## src/rtl/duty_ctrl_pkg.sv

```systemverilog
// rtl/duty_ctrl_pkg.sv - shared types and default timing for the duty button front-end
package duty_ctrl_pkg;

  localparam int DUTY_W = 4;

  localparam int DEF_INITIAL_DUTY    = 5;
  localparam int DEF_DUTY_MAX        = 10;
  localparam int DEF_DEBOUNCE_CYCLES = 1000;
  localparam int DEF_REPEAT_DELAY    = 50000;
  localparam int DEF_REPEAT_PERIOD   = 20000;

  typedef enum logic [1:0] {
    ST_IDLE,
    ST_HOLD,
    ST_REPEAT,
    ST_LOCK
  } state_t;

  typedef enum logic {
    DIR_INC,
    DIR_DEC
  } dir_t;

endpackage

```

## src/rtl/duty_ctrl_if.sv

```systemverilog
// rtl/duty_ctrl_if.sv - button inputs and step/level outputs of duty_ctrl
// Ports (slave = duty_ctrl side):
//   inc_btn_in, dec_btn_in       raw buttons into duty_ctrl
//   increase_duty_out,
//   decrease_duty_out,
//   limit_hit_out                one-cycle pulses out of duty_ctrl
//   duty_level_out               shadow duty level out of duty_ctrl
interface duty_ctrl_if;
  import duty_ctrl_pkg::*;

  logic              inc_btn_in;
  logic              dec_btn_in;
  logic              increase_duty_out;
  logic              decrease_duty_out;
  logic              limit_hit_out;
  logic [DUTY_W-1:0] duty_level_out;

  modport slave (
    input  inc_btn_in, dec_btn_in,
    output increase_duty_out, decrease_duty_out, limit_hit_out, duty_level_out
  );

  modport master (
    output inc_btn_in, dec_btn_in,
    input  increase_duty_out, decrease_duty_out, limit_hit_out, duty_level_out
  );
endinterface

```

## src/rtl/button_debounce.sv

```systemverilog
// rtl/button_debounce.sv - 2-flop synchroniser plus stable-count debouncer for one button
// Ports:
//   clk, reset    clock, asynchronous active-high reset
//   btn_in        raw asynchronous button
//   btn_db_out    debounced button level
module button_debounce
  import duty_ctrl_pkg::*;
#(
  parameter int DEBOUNCE_CYCLES = DEF_DEBOUNCE_CYCLES
) (
  input  logic clk,
  input  logic reset,
  input  logic btn_in,
  output logic btn_db_out
);

  localparam int CW = (DEBOUNCE_CYCLES > 1) ? $clog2(DEBOUNCE_CYCLES) : 1;
  localparam logic [CW-1:0] CNT_LAST = CW'(DEBOUNCE_CYCLES - 1);

  logic          sync1;
  logic          sync2;
  logic [CW-1:0] cnt;

  // The new level is accepted on the DEBOUNCE_CYCLES-th consecutive
  // disagreeing cycle; any agreeing cycle restarts the count.
  always_ff @(posedge clk or posedge reset) begin
    if (reset) begin
      sync1      <= 1'b0;
      sync2      <= 1'b0;
      cnt        <= '0;
      btn_db_out <= 1'b0;
    end else begin
      sync1 <= btn_in;
      sync2 <= sync1;
      if (sync2 == btn_db_out) begin
        cnt <= '0;
      end else if (cnt == CNT_LAST) begin
        btn_db_out <= sync2;
        cnt        <= '0;
      end else begin
        cnt <= cnt + CW'(1);
      end
    end
  end

endmodule

```

## src/rtl/duty_ctrl.sv

```systemverilog
// rtl/duty_ctrl.sv - debounced button step scheduler with auto-repeat and saturating shadow duty
// Ports:
//   clk, reset    clock, asynchronous active-high reset
//   bus (slave)   raw buttons in; increase/decrease/limit pulses and duty level out
module duty_ctrl
  import duty_ctrl_pkg::*;
#(
  parameter int INITIAL_DUTY    = DEF_INITIAL_DUTY,
  parameter int DUTY_MAX        = DEF_DUTY_MAX,
  parameter int DEBOUNCE_CYCLES = DEF_DEBOUNCE_CYCLES,
  parameter int REPEAT_DELAY    = DEF_REPEAT_DELAY,
  parameter int REPEAT_PERIOD   = DEF_REPEAT_PERIOD
) (
  input logic        clk,
  input logic        reset,
  duty_ctrl_if.slave bus
);

  localparam int TW = (REPEAT_DELAY > 1) ? $clog2(REPEAT_DELAY) : 1;
  localparam logic [TW-1:0]     DELAY_LAST  = TW'(REPEAT_DELAY - 1);
  localparam logic [TW-1:0]     PERIOD_LAST = TW'(REPEAT_PERIOD - 1);
  localparam logic [DUTY_W-1:0] MAX_L       = DUTY_W'(DUTY_MAX);
  localparam logic [DUTY_W-1:0] INIT_L      = DUTY_W'(INITIAL_DUTY);

  logic inc_db;
  logic dec_db;

  button_debounce #(.DEBOUNCE_CYCLES(DEBOUNCE_CYCLES)) u_inc_db (
    .clk        (clk),
    .reset      (reset),
    .btn_in     (bus.inc_btn_in),
    .btn_db_out (inc_db)
  );

  button_debounce #(.DEBOUNCE_CYCLES(DEBOUNCE_CYCLES)) u_dec_db (
    .clk        (clk),
    .reset      (reset),
    .btn_in     (bus.dec_btn_in),
    .btn_db_out (dec_db)
  );

  state_t            state, state_n;
  dir_t              act, act_n;
  logic [TW-1:0]     timer, timer_n;
  logic [DUTY_W-1:0] duty_level, level_n;
  logic              inc_r, dec_r, lim_r;
  logic              inc_n, dec_n, lim_n;
  logic              do_step;
  dir_t              step_dir;
  logic              act_btn;
  logic              other_btn;

  assign act_btn   = (act == DIR_INC) ? inc_db : dec_db;
  assign other_btn = (act == DIR_INC) ? dec_db : inc_db;

  always_ff @(posedge clk or posedge reset) begin
    if (reset) begin
      state      <= ST_IDLE;
      act        <= DIR_INC;
      timer      <= '0;
      duty_level <= INIT_L;
      inc_r      <= 1'b0;
      dec_r      <= 1'b0;
      lim_r      <= 1'b0;
    end else begin
      state      <= state_n;
      act        <= act_n;
      timer      <= timer_n;
      duty_level <= level_n;
      inc_r      <= inc_n;
      dec_r      <= dec_n;
      lim_r      <= lim_n;
    end
  end

  always_comb begin
    state_n  = state;
    act_n    = act;
    timer_n  = timer;
    do_step  = 1'b0;
    step_dir = act;

    case (state)
      ST_IDLE: begin
        timer_n = '0;
        if (inc_db && dec_db) begin
          state_n = ST_LOCK;
        end else if (inc_db) begin
          do_step  = 1'b1;
          step_dir = DIR_INC;
          act_n    = DIR_INC;
          state_n  = ST_HOLD;
        end else if (dec_db) begin
          do_step  = 1'b1;
          step_dir = DIR_DEC;
          act_n    = DIR_DEC;
          state_n  = ST_HOLD;
        end
      end
      ST_HOLD, ST_REPEAT: begin
        // Priority order makes release and conflict beat a same-cycle expiry.
        if (!act_btn) begin
          state_n = ST_IDLE;
          timer_n = '0;
        end else if (other_btn) begin
          state_n = ST_LOCK;
          timer_n = '0;
        end else if (timer == ((state == ST_HOLD) ? DELAY_LAST : PERIOD_LAST)) begin
          do_step = 1'b1;
          state_n = ST_REPEAT;
          timer_n = '0;
        end else begin
          timer_n = timer + TW'(1);
        end
      end
      ST_LOCK: begin
        timer_n = '0;
        if (!inc_db && !dec_db) state_n = ST_IDLE;
      end
      default: begin
        state_n = ST_IDLE;
        timer_n = '0;
      end
    endcase

    // A step either moves the shadow level and pulses the matching output,
    // or is swallowed at the rail and reported on the limit pulse.
    inc_n   = 1'b0;
    dec_n   = 1'b0;
    lim_n   = 1'b0;
    level_n = duty_level;
    if (do_step) begin
      if (step_dir == DIR_INC) begin
        if (duty_level < MAX_L) begin
          inc_n   = 1'b1;
          level_n = duty_level + DUTY_W'(1);
        end else begin
          lim_n = 1'b1;
        end
      end else begin
        if (duty_level != '0) begin
          dec_n   = 1'b1;
          level_n = duty_level - DUTY_W'(1);
        end else begin
          lim_n = 1'b1;
        end
      end
    end
  end

  assign bus.increase_duty_out = inc_r;
  assign bus.decrease_duty_out = dec_r;
  assign bus.limit_hit_out     = lim_r;
  assign bus.duty_level_out    = duty_level;

endmodule

```

## src/flat_wrapper.sv

```systemverilog
// flat-port wrapper written by rule: the top's interface ports become plain ports
module duty_ctrl_flat import duty_ctrl_pkg::*;
#(
  parameter int INITIAL_DUTY    = DEF_INITIAL_DUTY,
  parameter int DUTY_MAX        = DEF_DUTY_MAX,
  parameter int DEBOUNCE_CYCLES = DEF_DEBOUNCE_CYCLES,
  parameter int REPEAT_DELAY    = DEF_REPEAT_DELAY,
  parameter int REPEAT_PERIOD   = DEF_REPEAT_PERIOD
)
  (clk, reset, bus_inc_btn_in, bus_dec_btn_in, bus_increase_duty_out, bus_decrease_duty_out, bus_limit_hit_out, bus_duty_level_out);
  duty_ctrl_if bus_i ();
  input logic clk;
  input logic reset;
  input wire logic [$bits(bus_i.inc_btn_in)-1:0] bus_inc_btn_in;
  input wire logic [$bits(bus_i.dec_btn_in)-1:0] bus_dec_btn_in;
  output wire logic [$bits(bus_i.increase_duty_out)-1:0] bus_increase_duty_out;
  output wire logic [$bits(bus_i.decrease_duty_out)-1:0] bus_decrease_duty_out;
  output wire logic [$bits(bus_i.limit_hit_out)-1:0] bus_limit_hit_out;
  output wire logic [$bits(bus_i.duty_level_out)-1:0] bus_duty_level_out;
  assign bus_i.inc_btn_in = bus_inc_btn_in;
  assign bus_i.dec_btn_in = bus_dec_btn_in;
  assign bus_increase_duty_out = bus_i.increase_duty_out;
  assign bus_decrease_duty_out = bus_i.decrease_duty_out;
  assign bus_limit_hit_out = bus_i.limit_hit_out;
  assign bus_duty_level_out = bus_i.duty_level_out;
  duty_ctrl #(.INITIAL_DUTY(INITIAL_DUTY), .DUTY_MAX(DUTY_MAX), .DEBOUNCE_CYCLES(DEBOUNCE_CYCLES), .REPEAT_DELAY(REPEAT_DELAY), .REPEAT_PERIOD(REPEAT_PERIOD)) u_core (.clk(clk), .reset(reset), .bus(bus_i));
endmodule
```

## config.mk

```make
export PLATFORM = sky130hd
export DESIGN_NAME = duty_ctrl_flat
export DESIGN_NICKNAME = d
export VERILOG_FILES = /design/src/rtl/duty_ctrl_pkg.sv /design/src/rtl/duty_ctrl_if.sv /design/src/rtl/button_debounce.sv /design/src/rtl/duty_ctrl.sv /design/src/flat_wrapper.sv
export SDC_FILE = /design/constraint.sdc
export NUM_CORES = 1
export LEC_CHECK = 0
export ABC_CLOCK_PERIOD_IN_PS = 2400
export CAP_MARGIN = 20
export CORE_MARGIN = 2
export CORE_UTILIZATION = 49
export CTS_BUF_LIST = sky130_fd_sc_hd__clkbuf_4 sky130_fd_sc_hd__clkbuf_8 sky130_fd_sc_hd__clkbuf_16
export DETAILED_ROUTE_END_ITERATION = 7
export PLACE_DENSITY = 0.78
export SLEW_MARGIN = 40
export SYNTH_ARGS = -nofsm -noshare
export SYNTH_HDL_FRONTEND = slang
export SYNTH_SLANG_ARGS = --single-unit
```

## constraint.sdc

```tcl
create_clock -name clk -period 2.4 [get_ports clk]
set_input_delay 0.36 -clock clk [delete_from_list [all_inputs] [get_ports clk]]
set_output_delay 0.36 -clock clk [all_outputs]
set_load 0.005 [all_outputs]
```

==> summary.md, run 1 <==
| Metric | Value |
|---|---|
| Cells after DPL | `327` |
| CP max-delay cell | `a2111oi_4` |
| Worst setup margin | `~110 ps` |
| CTS tree | `yes` |
| Mapped Cells | `245` |
| Vias in the first global route | `1804` |
| Via/cell ratio | `5.11` |
| WS Path Type | `flip-flop to flip-flop` |
| Worst-margin pin slew | `614 ps` |
| H-tree Lvls | `2` |
| Hold_ws | `354 ps` |
| Met2 Use GR | `0.281` |
| Mapped Nets | `261` |
| Slew Viols, Final | `0` |
| RSZ-0062 raised after global routing | `no` |
| Setup violations, final | `0` |
| Final ANT Viol Nets | `0` |
| Synth cell types | `37` |
| CTS Sinks | `52` |
| Antenna violations before repair | `0` |
| Final count of hold timing violations | `0` |
| Largest net degree at the start of global routing | `28` |
| Fillers | `421` |
| PD cells | `around 500 nW/um2` |
| Fin crit period | `2290 ps` |
| Die area | `5840 um2` |
| Total track usage | `0.161` |
| Std-Cell Rows | `26` |
| Most common cell after layout, fill and taps aside | `dfrtp_1` |
| Chip height | `~76 um` |
| Run status | `finished clean` |
| Nets | `282` |
| Fmax | `437 MHz` |
| Die Wd | `around 76 um` |
| Delay-heaviest family, CP | `compound AO/OA/AOI/OAI gates` |
| Root Driver | `clkbuf_8` |
| Clock skew | `about 7.0 ps` |
| Gr busiest metal | `met2` |
| Nature of the critical path endpoint | `flip-flop` |
| Worst hold path class | `flip-flop to flip-flop` |
| Total Wirelength | `4380 um` |
| DP HPWL | `3070 um` |
| Syn Area/Cell | `10.5 um2` |
| First-pass GRT wire length | `around 7700 um` |
| CTS Hold Bufs | `0` |
| M3 GR Usage | `0.0344` |
| FF-to-FF setup slack | `110 ps` |
| GR Util met1 | `0.202` |
| Area Overhead vs Synth | `14.2%` |
| Final non-filler cell total | `337` |
| P_leak | `1.33 nW` |
| VDD IR-drop max | `0.453 mV` |
| Yosys reg bits | `52` |
| CP max stage delay | `between 400 and 500 ps` |
| Synth Cell Area | `between 2000 and 3000 um2` |
| CP arrival | `around 2500 ps` |
| Antenna diode count | `0` |
| Max-Cap Viols | `0` |
| Required time of the critical path | `2590 ps` |
| Vias | `1722` |
| Max_slew headroom | `0.587` |
| Core Box Area | `slightly above 5000 um2` |
| Clock insertion delay at the later pin of the skew report | `300 ps` |
| Critical path launch point type | `flip-flop` |
| Fin crit share | `0.953` |
| Sequential fraction of the synthesis area | `0.508` |
| Avg WL per Cell | `13.0 um` |
| Layout cells sized above 1 | `0.131` |
| Leading cell types in the layout, fill and taps excluded | `50 x dfrtp_1, 45 x nor2_1, 19 x xnor2_1` |
| Bufs and invs on worst path | `1` |
| DRT Pass-1 Iters | `4` |
| Setup TNS | `0 ps` |
| Post-place setup slack | `roughly 1.5 ps` |
| DRC | `0` |
| Crit path max fanout | `3` |
| Synth Warn # | `0` |
| Total gr overflow | `0` |
| DR iter-0 viols | `112` |
| Clock buffer depth | `2` |
| Number of top-level pins | `11` |
| Clock transition at the registers of the reported paths | `~80 ps` |
| CTS buffer count | `5` |
| Gpl congestion | `0.797` |
| Starting Density | `0.506` |
| Port buffer count | `10` |
| Crit path cell chain | `buf_4 > ha_1 > nor4b_2 > nand4b_1 > a2111oi_4 > o21ai_2 > mux2_4` |
[stage by stage]
stage          instance area (um2)   util  total power (W)
2_1_floorplan                 2570      -         0.000939
3_3_place_gp                  2800  0.552         0.000957
3_5_place_dp                  2800  0.552         0.000959
4_1_cts                       2910  0.573          0.00148
5_1_grt                       2930  0.578          0.00152
6_report                      2930  0.578          0.00147
[final cells by class]
| type | instances | area, um2 | area share |
|---|---|---|---|
| inverter | 11 | 41.3 | 0.0141 |
| sequential | 52 | 1300 | 0.445 |
| timing repair buffer | 17 | 165 | 0.0563 |
| tap | 70 | 87.6 | 0.0299 |
| clock buffer | 8 | 97.6 | 0.0333 |
| multi-input combinational | 179 | 1240 | 0.422 |
[sequential cells by signal (all words and copies together) (netlist names)]
name and cells:
u_core.act 1, u_core.bus.decrease_duty_out 1, u_core.bus.duty_level_out 4, u_core.bus.increase_duty_out 1, u_core.bus.limit_hit_out 1, u_core.state 2, u_core.timer 16, u_core.u_dec_db.btn_db_out 1
u_core.u_dec_db.cnt 10, u_core.u_dec_db.sync1 1, u_core.u_dec_db.sync2 1, u_core.u_inc_db.btn_db_out 1, u_core.u_inc_db.cnt 10, u_core.u_inc_db.sync1 1, u_core.u_inc_db.sync2 1
[power breakdown]
| part | total, W | internal, W | switching (W) |
|---|---|---|---|
| Combinational | 0.0000456 | 0.0000167 | 0.0000289 |
| Sequential | 0.000894 | 0.000887 | 0.00000715 |
| Clock | 0.000527 | 0.000258 | 0.000269 |
[kinds of logic (layout without fill, tap and decap cells)]
family / after synthesis / in the layout / share of synthesized area
fa+ha+maj: 12 / 12 / 0.0614
flops: 52 / 52 / 0.508
simple gates: 110 / 110 / 0.211
mux: 8 / 8 / 0.0370
xor+xnor: 36 / 36 / 0.123
buf+inv: 14 / 36 / 0.0209
compound gates: 13 / 13 / 0.0390
[layer usage]
metal	vias up	wire length, um
met5	-	0
met4	0	55
met3	5	124
met2	20	2050
met1	839	2140
li1	858	-
[timing repair]
action,in CTS,in global routing
endpoints found under the setup margin,1,1
buffers inserted,1,1
hold endpoints to repair,0,0
gates resized for setup,1,4
pin swaps,0,1
[synth_stat cells, drive strengths merged]
master | instances | area [um2]
nand4 | 2 | 12.5
mux2 | 6 | 75.1
inv | 11 | 41.3
a21o | 1 | 7.51
xor2 | 17 | 149
o2bb2ai | 1 | 8.76
clkbuf | 2 | 7.51
nor3b | 2 | 15.0
a2111oi | 1 | 27.5
o21ai | 6 | 33.8
a21oi | 3 | 15.0
mux2i | 2 | 20.0
xnor2 | 19 | 166
nor2 | 45 | 169
buf | 1 | 5.00
nand3 | 14 | 70.1
and3b | 2 | 17.5
or4 | 3 | 22.5
nand4b | 2 | 17.5
and4b | 1 | 11.3
nor2b | 1 | 6.26
nor4 | 1 | 6.26
and2 | 2 | 12.5
o211ai | 1 | 7.51
dfstp | 2 | 52.6
nand2 | 18 | 67.6
nor4b | 2 | 23.8
fa | 1 | 20.0
ha | 11 | 138
nor3 | 4 | 20.0
or2 | 1 | 6.26
and3 | 10 | 65.1
dfrtp | 50 | 1250
[path summary, 6_finish.rpt]
| path | from | cells past startpoint | endpoint |
|---|---|---|---|
| setup / recovery | u_core.state[0] | 7 | u_core.bus.duty_level_out[1] |
| hold / removal | u_core.u_inc_db.sync1 | 0 | u_core.u_inc_db.sync2 |
| setup reg to reg | u_core.state[0] | 7 | u_core.bus.duty_level_out[1] |
| hold reg to reg | u_core.u_inc_db.sync1 | 0 | u_core.u_inc_db.sync2 |
| max in group asynchronous | reset | 3 | u_core.u_dec_db.cnt[4] |
| min in group asynchronous | reset | 2 | u_core.timer[13] |
(Power assumes the default switching activity.)
==> run 2: changes to the inputs <==
CTS_BUF_LIST = sky130_fd_sc_hd__clkbuf_4 sky130_fd_sc_hd__clkbuf_8   (was sky130_fd_sc_hd__clkbuf_4 sky130_fd_sc_hd__clkbuf_8 sky130_fd_sc_hd__clkbuf_16)
==> results of run 2 <==
Same layout as run 1: the final DEF is identical, and so are final timing and power.
==> run 3: changes to the inputs <==
CAP_MARGIN = 30   (was 20)
==> results of run 3 <==
Same layout as run 1: the final DEF is identical, and so are final timing and power.
